## src/rtl/adc_serdes_frame_aligner.sv

```systemverilog
// Word-boundary aligner and sample rebuilder for a 2-lane-per-channel serial ADC link.
// It hunts the frame-clock word with bitslip, then interleaves the odd and even lane words into samples.
module adc_serdes_frame_aligner #(
  parameter logic [7:0] g_frame_pattern = 8'hF0,
  parameter int         g_slip_wait     = 3,
  parameter int         g_init_wait     = 16,
  parameter int         g_lock_count    = 4,
  parameter int         g_unlock_count  = 2
) (
  input  logic        clk_i,
  input  logic        rst_i,
  input  logic        resync_i,
  input  logic [7:0]  serdes_fr_i,
  input  logic [63:0] serdes_data_i,
  output logic        bitslip_o,
  output logic        locked_o,
  output logic        sync_err_o,
  output logic [2:0]  slip_cnt_o,
  output logic [7:0]  unlock_cnt_o,
  output logic [63:0] sample_o,
  output logic        sample_valid_o,
  output logic [2:0]  dbg_state_o
);

  typedef enum logic [2:0] {
    S_INIT   = 3'd0,
    S_CHECK  = 3'd1,
    S_SLIP   = 3'd2,
    S_WAIT   = 3'd3,
    S_LOCKED = 3'd4
  } state_t;

  localparam logic [15:0] INIT_LAST   = 16'(g_init_wait - 1);
  localparam logic [15:0] WAIT_LAST   = 16'(g_slip_wait - 1);
  localparam logic [7:0]  LOCK_LAST   = 8'(g_lock_count - 1);
  localparam logic [7:0]  UNLOCK_LAST = 8'(g_unlock_count - 1);

  state_t      r_state;
  logic [15:0] r_cnt;
  logic [7:0]  r_match;
  logic [7:0]  r_mismatch;
  logic [2:0]  r_slip_cnt;
  logic [7:0]  r_unlock_cnt;
  logic        r_bitslip;
  logic        r_locked;
  logic        r_sync_err;
  logic [63:0] r_sample;
  logic        r_sample_valid;
  logic        w_fr_match;
  logic [63:0] w_sample;

  assign w_fr_match = (serdes_fr_i == g_frame_pattern);

  // Handshake-free datapath: bitslip_o is a bare one-clock strobe, sample_valid_o qualifies
  // sample_o on every clock it is high, and there is no backpressure anywhere.
  always_ff @(posedge clk_i) begin
    if (rst_i) begin
      r_state      <= S_INIT;
      r_cnt        <= '0;
      r_match      <= '0;
      r_mismatch   <= '0;
      r_slip_cnt   <= '0;
      r_unlock_cnt <= '0;
      r_bitslip    <= 1'b0;
      r_locked     <= 1'b0;
      r_sync_err   <= 1'b0;
    end else if (resync_i) begin
      r_state    <= S_INIT;
      r_cnt      <= '0;
      r_match    <= '0;
      r_mismatch <= '0;
      r_slip_cnt <= '0;
      r_bitslip  <= 1'b0;
      r_locked   <= 1'b0;
      r_sync_err <= 1'b0;
    end else begin
      r_bitslip <= 1'b0;
      case (r_state)
        S_INIT: begin
          if (r_cnt == INIT_LAST) begin
            r_state <= S_CHECK;
            r_cnt   <= '0;
            r_match <= '0;
          end else begin
            r_cnt <= r_cnt + 16'd1;
          end
        end
        S_CHECK: begin
          if (w_fr_match) begin
            if (r_match == LOCK_LAST) begin
              r_state    <= S_LOCKED;
              r_locked   <= 1'b1;
              r_match    <= '0;
              r_mismatch <= '0;
            end else begin
              r_match <= r_match + 8'd1;
            end
          end else begin
            r_state   <= S_SLIP;
            r_bitslip <= 1'b1;
          end
        end
        S_SLIP: begin
          // Wrapping back to zero means eight slips have gone by without finding the frame.
          r_slip_cnt <= r_slip_cnt + 3'd1;
          r_match    <= '0;
          r_cnt      <= '0;
          r_state    <= S_WAIT;
          if (r_slip_cnt == 3'd7) begin
            r_sync_err <= 1'b1;
          end
        end
        S_WAIT: begin
          if (r_cnt == WAIT_LAST) begin
            r_state <= S_CHECK;
            r_cnt   <= '0;
          end else begin
            r_cnt <= r_cnt + 16'd1;
          end
        end
        S_LOCKED: begin
          if (w_fr_match) begin
            r_mismatch <= '0;
          end else if (r_mismatch == UNLOCK_LAST) begin
            r_state    <= S_SLIP;
            r_bitslip  <= 1'b1;
            r_locked   <= 1'b0;
            r_mismatch <= '0;
            if (r_unlock_cnt != 8'hFF) begin
              r_unlock_cnt <= r_unlock_cnt + 8'd1;
            end
          end else begin
            r_mismatch <= r_mismatch + 8'd1;
          end
        end
        default: begin
          r_state  <= S_INIT;
          r_cnt    <= '0;
          r_locked <= 1'b0;
        end
      endcase
    end
  end

  // Odd lane carries the odd sample bits, even lane the even ones, MSB pair first.
  always_comb begin
    w_sample = '0;
    for (int ch = 0; ch < 4; ch++) begin
      for (int k = 0; k < 8; k++) begin
        w_sample[16*ch + 2*k + 1] = serdes_data_i[16*ch + 8 + k];
        w_sample[16*ch + 2*k]     = serdes_data_i[16*ch + k];
      end
    end
  end

  always_ff @(posedge clk_i) begin
    if (rst_i) begin
      r_sample       <= '0;
      r_sample_valid <= 1'b0;
    end else begin
      r_sample       <= w_sample;
      r_sample_valid <= (r_state == S_LOCKED);
    end
  end

  assign bitslip_o      = r_bitslip;
  assign locked_o       = r_locked;
  assign sync_err_o     = r_sync_err;
  assign slip_cnt_o     = r_slip_cnt;
  assign unlock_cnt_o   = r_unlock_cnt;
  assign sample_o       = r_sample;
  assign sample_valid_o = r_sample_valid;
  assign dbg_state_o    = r_state;

endmodule
```

## config.mk

```make
export PLATFORM = sky130hd
export DESIGN_NAME = adc_serdes_frame_aligner
export DESIGN_NICKNAME = d
export VERILOG_FILES = /design/src/rtl/adc_serdes_frame_aligner.sv
export SDC_FILE = /design/constraint.sdc
export NUM_CORES = 1
export LEC_CHECK = 0
export BUFFER_PORTS_ARGS = -buffer_cell sky130_fd_sc_hd__buf_2
export CAP_MARGIN = 0
export CORE_UTILIZATION = 50
export CTS_BUF_LIST = sky130_fd_sc_hd__clkbuf_4
export CTS_CLUSTER_SIZE = 12
export DETAILED_ROUTE_END_ITERATION = 8
export MAX_ROUTING_LAYER = met4
export PLACE_DENSITY = 0.85
export SKIP_LAST_GASP = 1
export SLEW_MARGIN = 20
export SYNTH_ARGS = -nofsm -noshare
export SYNTH_HDL_FRONTEND = slang
export SYNTH_SLANG_ARGS = --single-unit
```

## constraint.sdc

```tcl
create_clock -name clk_i -period 3.5 [get_ports clk_i]
set_input_delay 0.35 -clock clk_i [delete_from_list [all_inputs] [get_ports clk_i]]
set_output_delay 0.35 -clock clk_i [all_outputs]
set_load 0.05 [all_outputs]
```

Yosys cells after proc, flatten, opt, wreduce, memory -nomap -nowiden:

Index checks and enable logic that the tools add are counted.

* reductions and logical operators: 12
* div/mod/pow operators: 0
* $lt $le $gt $ge: 0
* shift operators: 0
* multiplexer cells: 28
* $mul: 0
* bitwise operators: 3
* eq/ne operators: 18
* add/subtract/negate cells: 5

Operator list (count)
* $mux W8: 7
* $pmux W16 S3: 1
* $mux W16: 2
* $add A8 B1 Y8 const B: 3
* $pmux W8 S3: 1
* $mux W3: 6
* $add A16 B1 Y16 const B: 1
* $eq A16 B2 Y1 const B: 1
* $eq A16 B4 Y1 const B: 1
* $pmux W8 S2: 1
* $pmux W3 S5: 1
* $reduce_and A5 Y1: 3
* $ne A2 B2 Y1 const B: 6
* $eq A8 B1 Y1 const B: 1
* $eq A8 B2 Y1 const B: 1
* $eq A8 B8 Y1 const B: 1
* $ne A8 B8 Y1 const B: 1
* $mux W1: 7
* $eq A3 B2 Y1 const B: 2
* $eq A3 B3 Y1 const B: 2
* $reduce_and A3 Y1: 2
* $reduce_or A2 Y1: 2
* $add A3 B1 Y3 const B: 1
* $eq A3 B1 Y1 const B: 1
* other kinds (9): 11

* output and inout port bits: 82
* bits in registers: 114
* word-level logic and storage cells: 77
* bits in latches: 0
* bits in read-only memories: 0
* RAM bits: 0
* bits of input ports: 75
* memories: 0

Depth between registers and ports, before layout:

* word-level depth: 4
* gate-level depth with buffers: 8
* mapped depth without buffers: 7

Least setup slack after synthesis:

OpenSTA, ideal clock, no wires.

* path kind: flip-flop to flip-flop
* from: register r_mismatch[0]
* to: register r_unlock_cnt[3], in the netlist unlock_cnt_o[3]
* library setup time: 71 ps
* slack: 945 ps
* clock period less this slack: 2555 ps
* required time: 3429 ps
* buffers on the path: 1
* stages on the path, launching flop included: 8
* arrival time: 2485 ps
* cell sequence: dfxtp_1 ha_1 or4b_1 or4_4 or4_4 buf_6 or3_1 a21oi_1

* word-level cells in the longest chain between the ends: 2

Ends and longest elaborated chain
* start: declaration: line 41 `logic [7:0] r_mismatch;`
* start signal: assignment: line 133 `r_mismatch <= r_mismatch + 8'd1;`
* $eq A8 B1 Y1: line 124 `end else if (r_mismatch == UNLOCK_LAST) begin`
* $reduce_and A5 Y1 (no source line)
* end signal: assignment: line 130 `r_unlock_cnt <= r_unlock_cnt + 8'd1;`
* end: declaration: line 43 `logic [7:0] r_unlock_cnt;`

Every way passes these cells.
A chain may end at the register's enable or synchronous reset.

Worst setup path after layout:

* from: register r_mismatch[0]
* to: register r_unlock_cnt[5], in the netlist unlock_cnt_o[5]

Same word-level chain as after synthesis.

==> results.txt <==
wire per inst = 15.24 um
Synth Area in XOR/XNOR = 0.03455
largest net degree at the start of global routing = 75
CP endpoint kind = register
Initial DRC Count = 257
hpwl dp = 7.778 mm
Setup crit start = r_mismatch[0]$_SDFFE_PP0P_
Placed Cells = 698
Net Count, Synth = 535
async set-or-reset flop fraction in the synthesized netlist = 0
clock share of power = 0.399
synth cell count leaders = dfxtp_1 (114), nor2b_1 (67), nor2_1 (34)
Worst-Margin Slew = 0.8843 ns
Post-synth EDFFs = 0
worst-path fanout max = 11
RSZ-0062 raised after global routing = false
maximum VDD drop = 0.0004079 V
buffer count from post-CTS setup fixing = 0
Synth area leaders = dfxtp_1 (53%), nor2b_1 (9.7%), nor2_1 (3.0%)
Vias per Instance = 5.360
simple logic cell fraction of the synthesized area = 0.2889
Maximum Capacitance Violations = 0
Buffers on Ports = 156
clk_skew = 0.01988 ns
RD Place Congestion = 0.8246
Final ANT Viol Nets = 0
layout cells sized above 1 = 0.3114
share of the synthesized area in the top cell type = 0.5296
Synth Area in Compound Gates = 0.08711
fin cells = 744
Avg Inst Size Synth = 9.533 um^2
period utilization = 0.7912
sequential share of power = 0.493
Final Power = 2.732 mW
CTS Root Buffer Type = clkbuf_4
Num CTS Buffers = 17
Final Core Density = 0.6821
status = finished clean
CTS tree = yes
antenna violations before repair = 0
Final Hold Viols = 0
Sw Share = 0.2884
largest family of logic cells by synthesized area = simple AND/OR/NAND/NOR gates
row cnt = 33
core area = 8258 um^2
top_reg_cell synth = dfxtp_1
Fmax achieved = 361.1 MHz
Global Route Usage Sum = 0.2480
hold-fix buffers at CTS = 1
type of origin of the critical path = register
post-synthesis mux area share = 0.01220
Post-Syn Instances = 452
switching power = 0.7881 mW
Clock Sinks = 114
post-synth top area cell = dfxtp_1
Min-Delay Path Class = in -> reg
antenna cells = 0
vias after detailed routing = 3988
power density over the cells = 485.1 nW/um^2
Post-Route WL = 11.34 mm
synth warn = 0
sequential area share after synthesis = 0.5296
CTS max path bufs = 2
WS Path Type = reg -> reg
arrival time worst endpoint = 3.23 ns
Reg clk slew, reported paths = 0.13 ns
Area Overhead vs Synth = 30.72%
min cycle time layout = 2.769 ns
most common cell in the synthesized netlist = dfxtp_1
nets@finish = 709
adder-cell area share of the yosys netlist = 0.02323
hold_sp = serdes_data_i[2]
Critical Path RT = 3.96 ns
LEAKAGE = 2.426 nW
synthesized flop and latch total = 114
Comb pwr share = 0.107
TNS Setup = 0 ns
Cell Int Power = 1.944 mW
die height = 94.84 um
Die Wd = 94.84 um
post-CTS resize count = 0
Worst slew margin = 0.4028
worst-skew pair later-pin latency = 0.52 ns
max-slew violation count = 0
vias in the first global route = 3747
Die ar. = 8994 um^2
TritonRoute pass-1 iters = 5
synthesized area = 4309 um^2
grt ovf = 0
Remaining DRCs = 0
I/O pin total = 157
hold slack final = 0.04109 ns
Yosys cell types = 50
first-pass GRT wire length = 16.56 mm
Starting Density = 0.5218
H-tree levels = 4
setup violators final = 0
Worst R2R Start = r_mismatch[0]$_SDFFE_PP0P_
stage by stage:
| stage | setup WS (ns) | cell area, um^2 |
|---|---|---|
| finish | 0.7309 | 5633 |
| global route | 0.6332 | 5633 |
| CTS | 0.7450 | 5503 |
| detailed placement | 0.7683 | 5169 |
| global placement | 0.8289 | 5169 |
| floorplan | 0.9448 | 4309 |
layer usage:
layer	routed length (um)	track usage	vias to the layer above
met3	936	0.1014	21
met1	4365	0.2626	1845
met5	0	-	-
li1	-	-	1942
met2	5873	0.4173	180
met4	164	0.08460	0
cells in the final DEF (no fill, tap or decap), types with 2 or more instances in the layout:
cell	netlist	final
a211oi_1	3	3
a21oi_1	23	23
a31oi_1	3	3
a41oi_1	2	2
and2_1	2	2
and3_1	4	4
and4_1	4	4
buf_2	0	156
buf_4	0	3
bufinv_16	0	3
clkbuf_4	0	17
clkinv_4	0	4
dfxtp_1	114	114
dlygate4sd3_1	0	14
ha_1	8	8
inv_1	8	8
inv_6	0	6
mux2i_1	3	3
nand2_1	27	27
nand3_1	25	25
nand4_1	11	11
nor2_1	34	34
nor2b_1	67	67
nor3_1	4	4
nor3b_1	3	3
nor4_1	11	11
o21ai_0	9	9
o21ai_1	4	4
o22ai_1	2	2
o31ai_1	4	4
or2_2	2	2
or3_1	11	11
or4_1	8	8
or4_4	2	2
xnor2_1	8	8
xor2_1	9	9
path summary, 6_finish.rpt:
path | to | slack [ns] | cells after the start
max | unlock_cnt_o[5]$_SDFFE_PP0P_ | 0.73 | 6
min | sample_o[4]$_SDFF_PP0_ | 0.04 | 2
max reg2reg | unlock_cnt_o[5]$_SDFFE_PP0P_ | 0.73 | 6
min reg2reg | locked_o$_SDFFE_PP0P_ | 0.48 | 2
area by class of cell:
cell class / instances / area, um^2
Inverter: 8 / 30.03
Sequential cell: 114 / 2282
Tap cell: 105 / 131.4
Multi-Input combinational cell: 312 / 1922
Clock inverter: 15 / 196.4
Clock buffer: 17 / 127.6
Fill cell: 640 / 2625
Timing Repair Buffer: 173 / 943.4
registers in the layout, indices dropped and copies added, names as in the netlist:
| signal | cells |
|---|---|
| bitslip_o | 1 |
| dbg_state_o | 3 |
| locked_o | 1 |
| r_cnt | 16 |
| r_match | 8 |
| r_mismatch | 8 |
| sample_o | 64 |
| sample_valid_o | 1 |
| slip_cnt_o | 3 |
| sync_err_o | 1 |
| unlock_cnt_o | 8 |
power by group through the flow:
| stage | sequential [mW] | clock [mW] | combinational (mW) |
|---|---|---|---|
| after floorplan | 1.52 | 0 | 0.0476 |
| after global placement | 1.38 | 0 | 0.275 |
| after CTS | 1.35 | 1.10 | 0.281 |
| final | 1.35 | 1.09 | 0.294 |
| after global routing | 1.35 | 1.16 | 0.308 |
| after detailed placement | 1.38 | 0 | 0.279 |
critical path, stage by stage, from the launching register on:
cell     delay (ns)
dfxtp_1        0.41
ha_1           0.16
or4b_1         0.47
or4_4          0.45
or4_4          0.60
or4_1          0.49
a21oi_1        0.15
kinds of logic after synthesis:
group | count (synthesis)
AND/OR/NAND/NOR | 221
XOR/XNOR | 17
buffers and inverters | 26
AO/OA/AOI/OAI | 61
adder cells (fa/ha/maj) | 8
flip-flops | 114
multiplexers | 5
(Power assumes the default switching activity.)
